**src/rtl/uart_pkg.sv**
```systemverilog
// Shared UART definitions: frame state encoding, default bit period and
// width helpers used by both the transmitter and the future receiver.
package uart_pkg;

  typedef enum logic [2:0] {
    IDLE   = 3'd0,
    START  = 3'd1,
    DATA   = 3'd2,
    PARITY = 3'd3,
    STOP   = 3'd4
  } state_t;

  localparam int DEFAULT_CLKS_PER_BIT = 868;

  // Smallest r with 2**r >= value, never below 1 so counters stay at least one bit wide.
  function automatic int clog2(input int value);
    int r;
    r = 1;
    for (int i = 1; i < 31; i++) begin
      if ((32'sd1 <<< i) < value) begin
        r = i + 1;
      end else begin
        r = r;
      end
    end
    return r;
  endfunction

  // Even parity over up to 9 data bits; narrower words are zero-extended by the caller.
  function automatic logic even_parity(input logic [8:0] d);
    return ^d;
  endfunction

endpackage

```
**src/rtl/uart_baud_counter.sv**
```systemverilog
// Bit-period timer: tick is high on the last clk cycle of each serial bit.
// restart reloads the count so the next cycle is the first of a new bit.
module uart_baud_counter
  import uart_pkg::*;
#(
  parameter int CLKS_PER_BIT = DEFAULT_CLKS_PER_BIT
) (
  input  logic clk,
  input  logic reset,
  input  logic restart,
  output logic tick
);

  localparam int CNT_W = clog2(CLKS_PER_BIT);

  logic [CNT_W-1:0] count_r;
  logic [CNT_W-1:0] count_next_s;
  logic             tick_r;

  // Next count: wrap on a bit boundary or when a new frame is accepted.
  always_comb begin
    count_next_s = '0;
    if (restart || tick_r) begin
      count_next_s = '0;
    end else begin
      count_next_s = count_r + CNT_W'(1);
    end
  end

  // Count register with a registered boundary flag so tick is glitch-free.
  always_ff @(posedge clk or posedge reset) begin
    if (reset) begin
      count_r <= '0;
      tick_r  <= 1'b0;
    end else begin
      count_r <= count_next_s;
      tick_r  <= (count_next_s == CNT_W'(CLKS_PER_BIT - 1));
    end
  end

  assign tick = tick_r;

endmodule

```
**src/rtl/uart_tx.sv**
```systemverilog
// UART transmitter: accepts a word on a valid/ready handshake and shifts it out
// as start, data LSB-first, optional even parity and one or two stop bits.
module uart_tx
  import uart_pkg::*;
#(
  parameter int CLKS_PER_BIT = DEFAULT_CLKS_PER_BIT,
  parameter int width        = 8,
  parameter int PARITY_EN    = 0,
  parameter int STOP_BITS    = 1
) (
  input  logic             clk,
  input  logic             reset,
  input  logic [width-1:0] data_in,
  input  logic             tx_valid,
  output logic             tx_ready,
  output logic             tx,
  output logic             busy,
  output logic             tx_done
);

  localparam int BIT_IDX_W = clog2(width);

  state_t               state_r;
  logic [width-1:0]     shift_r;
  logic                 parity_r;
  logic [BIT_IDX_W-1:0] bit_idx_r;
  logic                 stop_idx_r;
  logic                 tx_r;
  logic                 tick_s;
  logic                 accept_s;
  logic                 stop_last_s;
  logic                 last_stop_s;

  assign stop_last_s = (stop_idx_r == 1'(STOP_BITS - 1));
  assign last_stop_s = (state_r == STOP) && tick_s && stop_last_s;
  assign tx_ready    = (state_r == IDLE) || last_stop_s;
  assign accept_s    = tx_valid && tx_ready;
  assign tx_done     = last_stop_s;
  assign busy        = (state_r != IDLE);
  assign tx          = tx_r;

  uart_baud_counter #(
    .CLKS_PER_BIT(CLKS_PER_BIT)
  ) u_baud (
    .clk    (clk),
    .reset  (reset),
    .restart(accept_s),
    .tick   (tick_s)
  );

  // Frame sequencer; tx is driven from a register so the line never glitches between bits.
  always_ff @(posedge clk or posedge reset) begin
    if (reset) begin
      state_r    <= IDLE;
      shift_r    <= '0;
      parity_r   <= 1'b0;
      bit_idx_r  <= '0;
      stop_idx_r <= 1'b0;
      tx_r       <= 1'b1;
    end else begin
      case (state_r)
        IDLE: begin
          tx_r <= 1'b1;
          if (accept_s) begin
            state_r  <= START;
            shift_r  <= data_in;
            parity_r <= even_parity(9'(data_in));
            tx_r     <= 1'b0;
          end
        end
        START: begin
          if (tick_s) begin
            state_r   <= DATA;
            bit_idx_r <= '0;
            tx_r      <= shift_r[0];
            shift_r   <= shift_r >> 1;
          end
        end
        DATA: begin
          if (tick_s) begin
            if (bit_idx_r == BIT_IDX_W'(width - 1)) begin
              if (PARITY_EN != 0) begin
                state_r <= PARITY;
                tx_r    <= parity_r;
              end else begin
                state_r    <= STOP;
                stop_idx_r <= 1'b0;
                tx_r       <= 1'b1;
              end
            end else begin
              bit_idx_r <= bit_idx_r + BIT_IDX_W'(1);
              tx_r      <= shift_r[0];
              shift_r   <= shift_r >> 1;
            end
          end
        end
        PARITY: begin
          if (tick_s) begin
            state_r    <= STOP;
            stop_idx_r <= 1'b0;
            tx_r       <= 1'b1;
          end
        end
        STOP: begin
          if (tick_s) begin
            if (stop_last_s) begin
              // Accepting here chains the next start bit with no idle gap.
              if (accept_s) begin
                state_r  <= START;
                shift_r  <= data_in;
                parity_r <= even_parity(9'(data_in));
                tx_r     <= 1'b0;
              end else begin
                state_r <= IDLE;
                tx_r    <= 1'b1;
              end
            end else begin
              stop_idx_r <= 1'b1;
            end
          end
        end
        default: begin
          state_r <= IDLE;
          tx_r    <= 1'b1;
        end
      endcase
    end
  end

endmodule
```
**config.mk**
```make
export PLATFORM = sky130hd
export DESIGN_NAME = uart_tx
export DESIGN_NICKNAME = d
export VERILOG_FILES = /design/src/rtl/uart_pkg.sv /design/src/rtl/uart_baud_counter.sv /design/src/rtl/uart_tx.sv
export SDC_FILE = /design/constraint.sdc
export NUM_CORES = 1
export LEC_CHECK = 0
export CORE_ASPECT_RATIO = 1.25
export CORE_MARGIN = 3
export CORE_UTILIZATION = 60
export CTS_BUF_LIST = sky130_fd_sc_hd__clkbuf_4 sky130_fd_sc_hd__clkbuf_8
export DETAILED_ROUTE_END_ITERATION = 8
export GPL_TIMING_DRIVEN = 0
export HOLD_SLACK_MARGIN = 0.05
export PLACE_DENSITY_LB_ADDON = 0.05
export SETUP_SLACK_MARGIN = 0.2
export SYNTH_ARGS = -nofsm -noshare
export SYNTH_HDL_FRONTEND = slang
export SYNTH_SLANG_ARGS = --single-unit
```
**constraint.sdc**
```tcl
create_clock -name clk -period 2.8 [get_ports clk]
set_input_delay 0.42 -clock clk [delete_from_list [all_inputs] [get_ports clk]]
set_output_delay 0.42 -clock clk [all_outputs]
set_load 0.05 [all_outputs]
```
; ---- Yosys cells after proc, flatten, opt, wreduce, memory -nomap -nowiden
; Cells that the tools add are included.
[classes]
add_sub_neg = 2
multipliers = 0
n_div = 0
order_cmp = 0
eq_ne = 14
n_shift = 0
muxes = 35
bitwise = 1
reduce_logical = 15
[ops]
columns = cell, n
row1 = $mux 8, 6
row2 = $pmux 8 s4, 1
row3 = $mux 3, 10
row4 = $pmux 3 s5, 1
row5 = $mux 1, 13
row6 = $add 10x1->10 const B, 1
row7 = $eq 10x10->1 const B, 1
row8 = $mux 10, 1
row9 = $ne 2x1->1 const B, 5
row10 = $reduce_and 5->1, 2
row11 = $reduce_and 7->1, 1
row12 = $eq 3x2->1 const B, 2
row13 = $eq 3x3->1 const B, 2
row14 = $ne 2x2->1 const B, 3
row15 = $pmux 3 s2, 1
row16 = $reduce_and 6->1, 1
row17 = $reduce_bool 3->1, 2
row18 = $pmux 1 s5, 1
row19 = $reduce_and 4->1, 1
row20 = $reduce_bool 4->1, 1
row21 = $add 3x1->3 const B, 1
row22 = $eq 3x1->1 const B, 1
row23 = $logic_and 1x1->1, 3
row24 = $logic_not 3->1, 1
row25 = other kinds (4), 5
[totals]
register_bits = 27
latch_bits = 0
mem_bits_rw = 0
mem_bits_ro = 0
output_inout_bits = 4
elab_cells = 74
memories = 0

; ---- Depth between registers and ports, before layout
; Gate-level depths: netlist of the first run.
[depth]
ltp_word = 9
mapped_depth = 8

; ---- Cells and area by module
; From an unflattened synthesis of the first run, not the netlist that was laid out.
[unflattened]
hier_cells = 130
area_unflattened_um2 = 1461.4
[modules_own_cells]
columns = mod, instances, cells_per_inst, area_each_um2
row1 = uart_tx, 1, 78, 917.1
row2 = uart_baud_counter, 1, 52, 544.3

; ---- Worst setup path before layout of the first run
; OpenSTA, ideal clock, no wires.
[synth_path]
path_kind = register to output
from = reg state_r[0]
to = out tx_ready
t_arrival_ns = 1.978
required_time_ns = 2.380
slack_ns = 0.402
path_stages_with_launch = 5
path_buffers = 2
path_cell_list = dfrtp_1 -> buf_6 -> clkbuf_1 -> nor2_1 -> a21boi_0
[synth_between]
elab_chain_len = 4
[synth_rtl]
columns = item, line_no
row1 = "start, declared", uart_tx.sv:23  ; state_t state_r;
row2 = "start signal, assigned", uart_tx.sv:54  ; state_r <= IDLE;
row3 = "start signal, assigned", uart_tx.sv:65  ; state_r <= START;
row4 = "start signal, assigned", uart_tx.sv:73  ; state_r <= DATA;
row5 = $eq 3x3->1, uart_tx.sv:35  ; assign last_stop_s = (state_r == STOP) && tick_s && stop_last_s;
row6 = $logic_and 1x1->1 (2 in series), uart_tx.sv:35
row7 = $logic_or 1x1->1 *, uart_tx.sv:36  ; assign tx_ready = (state_r == IDLE) || last_stop_s;
row8 = "end, declared", uart_tx.sv:15  ; output logic tx_ready,
; Mark *: on every way between the ends. The rest lies on a longest branch, timed or not.

; ---- Worst setup path after layout of the first run
; Same ends and word-level chain as after synthesis.

==> results of run 1 <==
power breakdown:
| group | switching, mW | internal [mW] | total (mW) |
|---|---|---|---|
| combinational | 0.111 | 0.121 | 0.232 |
| clock | 0.108 | 0.0796 | 0.188 |
| sequential | 0.0662 | 0.441 | 0.507 |
critical path, stage by stage (launching register included):
cell	delay, ns
dfrtp_1	0.40
buf_6	0.14
clkbuf_1	0.20
nor2_1	0.24
a21boi_0	0.19
dlygate4sd2_1	0.54
final cells by class:
| class | count | area, um2 |
|---|---|---|
| Buffer | 8 | 47.5 |
| Clock buffer | 4 | 36.3 |
| Fill cell | 172 | 599 |
| Inverter | 2 | 7.51 |
| Multi-Input combinational cell | 103 | 741 |
| Sequential cell | 26 | 652 |
| Tap cell | 31 | 38.8 |
| Timing Repair Buffer | 14 | 136 |
sequential cells by signal, summed over array words and instances (netlist names):
signal and cells:
u_baud.tick 1, bit_idx_r 3, state_r 3, shift_r 8, u_baud.count_r 10, tx 1
what timing repair did:
| action | 4_1_cts | 5_1_grt |
|---|---|---|
| setup endpoints to repair | 3 | 0 |
| setup buffers | 0 | 0 |
| gates resized for setup | 3 | 0 |
| endpoints found under the hold margin | 0 | 0 |
cells by family (layout without fill, tap and decap cells):
| family | Yosys count | after routing | share of synthesized area [%] |
|---|---|---|---|
| simple gates | 53 | 53 | 19.1 |
| flops | 26 | 26 | 45.0 |
| compound gates | 21 | 21 | 11.1 |
| mux | 16 | 16 | 12.4 |
| xor+xnor | 10 | 10 | 6.05 |
| buf+inv | 10 | 28 | 3.80 |
| fa+ha+maj | 3 | 3 | 2.59 |
worst paths after layout:
path | end | slack, ns
worst max-delay path | tx_ready | 0.35
worst min-delay path | shift_r[7] | 0.50
worst max register to register | shift_r[3] | 0.84
worst min register to register | shift_r[7] | 0.50
max in group asynchronous | u_baud.count_r[6] | 1.61
min in group asynchronous | shift_r[7] | 0.60
per-stage QoR:
step / setup WS [ns] / cells / util (%) / instance area (um2)
floorplan: 0.402 / 139 / - / 1450
global placement: 0.444 / 184 / 72.0 / 1630
detailed placement: 0.441 / 184 / 72.0 / 1630
CTS: 0.355 / 188 / 73.5 / 1660
global route: 0.240 / 188 / 73.5 / 1660
finish: 0.350 / 188 / 73.5 / 1660
cells in the mapped netlist, types with 2 or more instances:
library cell / count
and3_1: 5
buf_2: 2
a32oi_1: 2
nand3_1: 2
nor2b_1: 3
a21oi_1: 2
or3_1: 2
xor2_1: 5
inv_1: 2
o21ai_0: 7
xnor2_1: 5
nand4_1: 2
dfrtp_1: 25
mux2_2: 14
clkbuf_1: 4
buf_6: 2
nor2_1: 18
nand2_1: 9
ha_1: 3
layer usage:
layer	wire length (um)	up-vias	share of wire, %
met5	0	-	0
met4	30	0	1.2
met2	1320	15	51
li1	-	534	-
met1	1180	507	46
met3	64	4	2.5
==> flow_summary.toml, run 1 <==
[critical_path]
crit_path_end_kind = "output pin"
rr_worst_depth = 6
crit_arrival_ns = 2.03
cp_max_fo = 10
cp-startpoint = "state_r[0]"
cp.required_ns = 2.38
critPathKind = "register to output pin"
r2r-start = "bit_idx_r[0]"
start_kind = "register"

[job]
drv_cap = 0

[sta]
tightest_slew_ns = 0.959
hold_viol = 0
finalSetupViolCount = 0
hold_ws_ns = 0.502
slew_viol_final = 0
period_needed_ns = 2.45
slew_headroom_pct = 36.0
finalCritPeriodShare_pct = 87.5
rsz0062_at_grt = "false"
skew_ns = 0.00812
setup_tns_ns = 0
max_freq_mhz = 408

[route]
drcViolationCount = 0
first_iter_violations = 25
postRouteWirelength_um = 2600
first_pass_iters = 4
vias = 1060
final_antenna_net_count = 0
wl_per_cell_um = 13.8
vias_per_cell = 5.64

[floorplan]
die_w_um = 49.9
rows = 19
io_pins = 15
die_h_um = 60.9
core_um2 = 2260
start_util_pct = 64.1
dieArea_um2 = 3040

[clock_network]
path_clk_slew_ns = 0.14
cts_buffer_depth = 2
htree_levels = 1
clkSinkCount = 26
numCtsBuffers = 3
hold_buffers = 0
cts-root-buf = "clkbuf_4"
cts_tree = "yes"
worstSkewPairLatency_ns = 0.32

[synth]
yosys-top-cells-area = "dfrtp_1 43%, mux2_2 11%, nor2_1 4.7%"
synthArstFlopShare_pct = 100
synth_largest_area_cell = "dfrtp_1"
syn_avg_cell_area_um2 = 10.4
ys.warnings.count = 0
synth_cell_types = 44
synth_area_um2 = 1450
synth_cells = 139
synth_nets = 153
ys.flop_type = "dfrtp_1"
yosysSeqAreaShare_pct = 45.0
synth_edf_count = 0
ys_ff_latch = 26
netlist.area_leader.share_pct = 43.2

[cells_and_area]
final_common_cell = "dfrtp_1"
layout_common_cells = "25 x dfrtp_1, 18 x nor2_1, 14 x mux2_2"
drive_gt1_share_pct = 17.8
fin_nets = 172
n_antenna_cell = 0
syn_to_final_growth_pct = 14.6

[worst_hold_path]
whs_path_depth = 1
hp-class = "register to register"
holdCritStartpoint = "shift_r[7]"

[global_routing]
gr-usage-all-layers_pct = 20.4
busiest_layer = "met2"
grt_pass1_vias = 1083
grt_max_degree = 27
antenna_found_initial = 0
grt_use_met1_pct = 25.2
grt_first_pass_wirelength_um = 4780
gr-usage-met2_pct = 37.1
use_met3_pct = 2.70
overflow = 0

[placed_design]
hpwl_um = 1980
io_buffer_count = 14
gp_congestion = 0.880

[power_and_ir_drop]
leakage_nw = 0.727
finalPower_mw = 0.927
p_per_area_nw_per_um2 = 559
peakVddDrop_uv = 513

[run_status]
status = "completed"
(Power assumes the default switching activity.)
==> run 2, diff against run 1 <==
- CORE_UTILIZATION: 60 -> 55
==> run 2 against run 1 <==
Against the previous run:
- global-route usage shrank 3.1 points
- worst hold slack worse by 0.0014 ns
- critical path depth unchanged
- sequential share of layout area is 0.089 points higher
- largest power group unchanged
- clock power fell by 8%
- via count fell by 1.9%
- cell count rose by 1.1%
- combinational power is 3% lower
- critical path type unchanged
==> flow_summary.toml, run 2 (synthesis gave the netlist of run 1 again) <==
[clock_network]
hold_buffers = 0
path_clk_slew_ns = 0.13
htree_levels = 1
cts_tree = "yes"
post_cts_buffers = 0
worstSkewPairLatency_ns = 0.32
cts-root-buf = "clkbuf_4"
numCtsBuffers = 3
clkSinkCount = 26
cts_buffer_depth = 2

[critical_path]
cp_max_fo = 10
path_cells = "buf_6 > clkbuf_1 > nor2_1 > a21boi_0 > dlygate4sd2_1"
start_kind = "register"
critPathKind = "register to output pin"
rr_worst_depth = 6
cp.required_ns = 2.38
reg2reg_slack_ns = 0.86
cp_slowest_cell = "dlygate4sd2_1"
rr_endpoint = "shift_r[3]"
r2r-start = "bit_idx_r[0]"
crit_buf_inv = 3
cpPeakStageDelay_ns = 0.54
path_delay_family = "buffers and inverters"
crit_arrival_ns = 2.00
crit_path_end_kind = "output pin"

[sta]
rsz0062_at_grt = "false"
tightest_slew_ns = 0.955
period_needed_ns = 2.42
skew_ns = 0.00450
finalCritPeriodShare_pct = 86.6
max_freq_mhz = 412
finalSetupViolCount = 0
setup_tns_ns = 0
slew_headroom_pct = 36.3
slew_viol_final = 0
hold_viol = 0

[floorplan]
start_util_pct = 58.4
die_h_um = 63.4
rows = 20
io_pins = 15
die_w_um = 51.9
dieArea_um2 = 3290
core_um2 = 2480

[global_routing]
grt_pass1_vias = 1017
grt_first_pass_wirelength_um = 4400
grt_max_degree = 27
overflow = 0
antenna_found_initial = 0
gr-usage-all-layers_pct = 17.3

[cells_and_area]
max_flop_register = "u_baud.count_r"
layout_common_cells = "25 x dfrtp_1, 18 x nor2_1, 14 x mux2_2"
fin_nets = 172
final_cell_area_um2 = 1660
top_regs = "u_baud.count_r: 10 flops, shift_r: 8 flops"
n_antenna_cell = 0
drive_gt1_share_pct = 17.8
final.fill_count = 196
syn_to_final_growth_pct = 14.3
final_common_cell = "dfrtp_1"
largest_register_ffs = 10

[placed_design]
hpwl_um = 1800
gp_congestion = 0.851
io_buffer_count = 14
place_area_um2 = 1630

[route]
first_pass_iters = 4
postRouteWirelength_um = 2450
final_antenna_net_count = 0
wl_per_cell_um = 12.9
drcViolationCount = 0
vias = 1040
first_iter_violations = 36
vias_per_cell = 5.47

[power_and_ir_drop]
peakVddDrop_uv = 449
leakage_nw = 0.724
p_per_area_nw_per_um2 = 546

[worst_hold_path]
holdPathEnd = "u_baud.count_r[0]"
whs_path_depth = 1
hp-class = "register to register"
holdCritStartpoint = "u_baud.count_r[0]"

[job]
drv_cap = 0

[run_status]
status = "completed"
## run 2: cell count changes in the layout (fill, tap and decap cells not counted)
cell      change
clkbuf_4      +1
clkbuf_8      -1
## run 2: worst max-delay path by stage
| stage | start | end | slack (ns) | cells after the start |
|---|---|---|---|---|
| final | state_r[0] | tx_ready | 0.38 | 5 |
| after global routing | state_r[0] | tx_ready | 0.26 | 5 |
| after CTS | state_r[0] | tx_ready | 0.37 | 5 |
| after detailed placement | state_r[0] | tx_ready | 0.46 | 5 |
| after global placement | state_r[0] | tx_ready | 0.49 | 5 |
| after floorplan | state_r[0] | tx_ready | 0.40 | 4 |
## run 2: per-stage QoR
step	power, mW	util (%)	setup WS, ns	instances	hold slack, ns
global route	0.977	66.8	0.257	190	0.531
CTS	0.917	66.8	0.371	190	0.499
global placement	0.732	65.8	0.490	186	0.466
finish	0.903	66.8	0.376	190	0.501
detailed placement	0.738	65.8	0.458	186	0.477
floorplan	0.679	-	0.402	139	0.449
## run 2: where the power goes
part | internal [mW] | leakage, nW | switching (mW)
Sequential | 0.441 | 0.322 | 0.0655
Combinational | 0.120 | 0.384 | 0.103
Clock | 0.0654 | 0.0184 | 0.108
Total | 0.627 | 0.724 | 0.277
## run 2: area by class of cell
class                   count  area, um2  area share (%)
multi-input cells         103        741            44.7
flip-flops and latches     26        652            39.4
repair buffers             14        136            8.24
plain buffers               8       47.5            2.87
well taps                  33       41.3            2.49
clock buffers               4       30.0            1.81
inverters                   2       7.51           0.454
## run 2: layer usage
layer  vias to the layer above  share of wire [%]  GRT usage [%]
met2                        20                 48           28.5
met4                         0                1.3           5.90
met3                         4                3.0           3.07
met1                       490                 47           22.4
li1                        526                  -              -
met5                         -                  0              0
## run 2: timing repair
item,CTS,global route
gates resized for setup,3,0
setup endpoints to repair,3,0
hold endpoints to repair,0,0
## run 2: worst reg2reg max path: cells and delay by family, from the launching register on
| kind | cells | cell delay, ns |
|---|---|---|
| AO/OA/AOI/OAI | 2 | 0.49 |
| adder cells (fa/ha/maj) | 2 | 0.44 |
| flip-flops | 1 | 0.43 |
| multiplexers | 1 | 0.38 |
| AND/OR/NAND/NOR | 1 | 0.11 |
==> run 3, diff against run 2 <==
- CTS_BUF_LIST: sky130_fd_sc_hd__clkbuf_4 sky130_fd_sc_hd__clkbuf_8 -> sky130_fd_sc_hd__clkbuf_8
- SKIP_LAST_GASP: not set -> 1
==> run 3 against run 2 <==
Against the previous run:
- sequential power hardly changed
- via count decreased by 0.38%
- highest routed layer unchanged
- largest power group unchanged
- largest cell class unchanged
- design area rose by 1.4%
- cell count did not move
- critical endpoint unchanged
- combinational power about the same
- maximum frequency increased by 2.5%
- critical path depth stayed put
- non-clock buffer count unchanged
- die area unchanged
- register-to-register slack about the same
==> flow_summary.toml, run 3 (synthesis gave the netlist of run 1 again) <==
[run_status]
status = "completed"

[cells_and_area]
top_regs = "u_baud.count_r: 10 flops, shift_r: 8 flops"
final.fill_count = 194
syn_to_final_growth_pct = 15.9
largest_register_ffs = 10
n_antenna_cell = 0
max_flop_register = "u_baud.count_r"
fin_cells = 190
layout_common_cells = "25 x dfrtp_1, 18 x nor2_1, 14 x mux2_2"
drive_gt1_share_pct = 17.2
fin_nets = 172
final_common_cell = "dfrtp_1"

[sta]
skew_ns = 0.00413
period_needed_ns = 2.37
slew_headroom_pct = 35.1
slew_viol_final = 0
setup_tns_ns = 0
max_freq_mhz = 423
hold_viol = 0
hold_ws_ns = 0.494
tightest_slew_ns = 0.973
finalSetupViolCount = 0
finalCritPeriodShare_pct = 84.5
worst_slack_ns = 0.434
rsz0062_at_grt = "false"

[floorplan]
start_util_pct = 58.4
rows = 20
die_h_um = 63.4
die_w_um = 51.9
dieArea_um2 = 3290
core_um2 = 2480
io_pins = 15

[critical_path]
reg2reg_slack_ns = 0.86
start_kind = "register"
crit_path_end_kind = "output pin"
critPathKind = "register to output pin"
crit_arrival_ns = 1.95
cp_max_fo = 10
cp.required_ns = 2.38

[placed_design]
gp_congestion = 0.851
hpwl_um = 1800
io_buffer_count = 14
dp_slack_ns = 0.458
place_inst = 186

[worst_hold_path]
hp-class = "register to register"

[global_routing]
overflow = 0
grt_first_pass_wirelength_um = 4420
antenna_found_initial = 0
grt_max_degree = 27
gr-usage-all-layers_pct = 17.4
grt_pass1_vias = 1024

[clock_network]
htree_levels = 1
cts-root-buf = "clkbuf_8"
cts_buffer_depth = 2
clkSinkCount = 26
post_cts_buffers = 0
worstSkewPairLatency_ns = 0.27
numCtsBuffers = 3
cts_tree = "yes"
hold_buffers = 0
path_clk_slew_ns = 0.09

[route]
final_antenna_net_count = 0
postRouteWirelength_um = 2500
vias_per_cell = 5.45
first_iter_violations = 27
first_pass_iters = 4
vias = 1036
wl_per_cell_um = 13.2
drcViolationCount = 0

[power_and_ir_drop]
p_per_area_nw_per_um2 = 564
leakage_nw = 0.748
finalPower_mw = 0.947
peakVddDrop_uv = 431

[job]
drv_cap = 0
## run 3: cell count changes in the layout (fill, tap and decap cells not counted), sizes merged
cell,before,now
dlymetal6s2s,0,2
inv,2,3
clkbuf,8,7
dlygate4sd2,3,1
## run 3: worst max-delay path, cell delays in order, from the launching register on
cell and delay [ns]:
dfrtp_1 0.38, buf_6 0.14, clkbuf_1 0.22, nor2_1 0.21
a21boi_0 0.18, dlygate4sd2_1 0.54
## run 3: what timing repair did
action / CTS / global route
pin swaps: 0 / 0
setup endpoints to repair: 1 / 2
gates resized for setup: 1 / 2
## run 3: path summary, 6_finish.rpt
path	end	depth (start not counted)	startpoint
worst max register to register	shift_r[3]	6	bit_idx_r[0]
max in group asynchronous	state_r[0]	2	reset
worst min register to register	u_baud.count_r[0]	1	u_baud.count_r[0]
min in group asynchronous	u_baud.count_r[9]	2	reset
worst min-delay path	u_baud.count_r[0]	1	u_baud.count_r[0]
worst max-delay path	tx_ready	5	state_r[0]
## run 3: layout make-up
type	instances	area [um2]	share of cell area [%]
plain buffers	8	47.5	2.83
clock buffers	3	41.3	2.46
clock inverters	1	3.75	0.224
inverters	2	7.51	0.447
multi-input cells	103	741	44.1
flip-flops and latches	26	652	38.9
well taps	33	41.3	2.46
repair buffers	14	144	8.58
## run 3: per-stage QoR
step	cell area [um2]	util (%)
final	1680	67.7
after global routing	1680	67.7
after CTS	1670	67.5
after detailed placement	1630	65.8
after global placement	1630	65.8
after floorplan	1450	-
## run 3: power by group
part | internal, mW | switching (mW) | total (mW)
clock | 0.0983 | 0.117 | 0.215
combinational | 0.120 | 0.104 | 0.225
sequential | 0.441 | 0.0657 | 0.507
total | 0.660 | 0.287 | 0.947
## run 3: metal layers
layer	track usage [%]	up-vias	part of all wire (%)
met5	0	-	0
met4	6.89	0	1.8
met3	3.07	5	3.0
met2	28.8	13	48
met1	22.1	493	47
li1	-	525	-
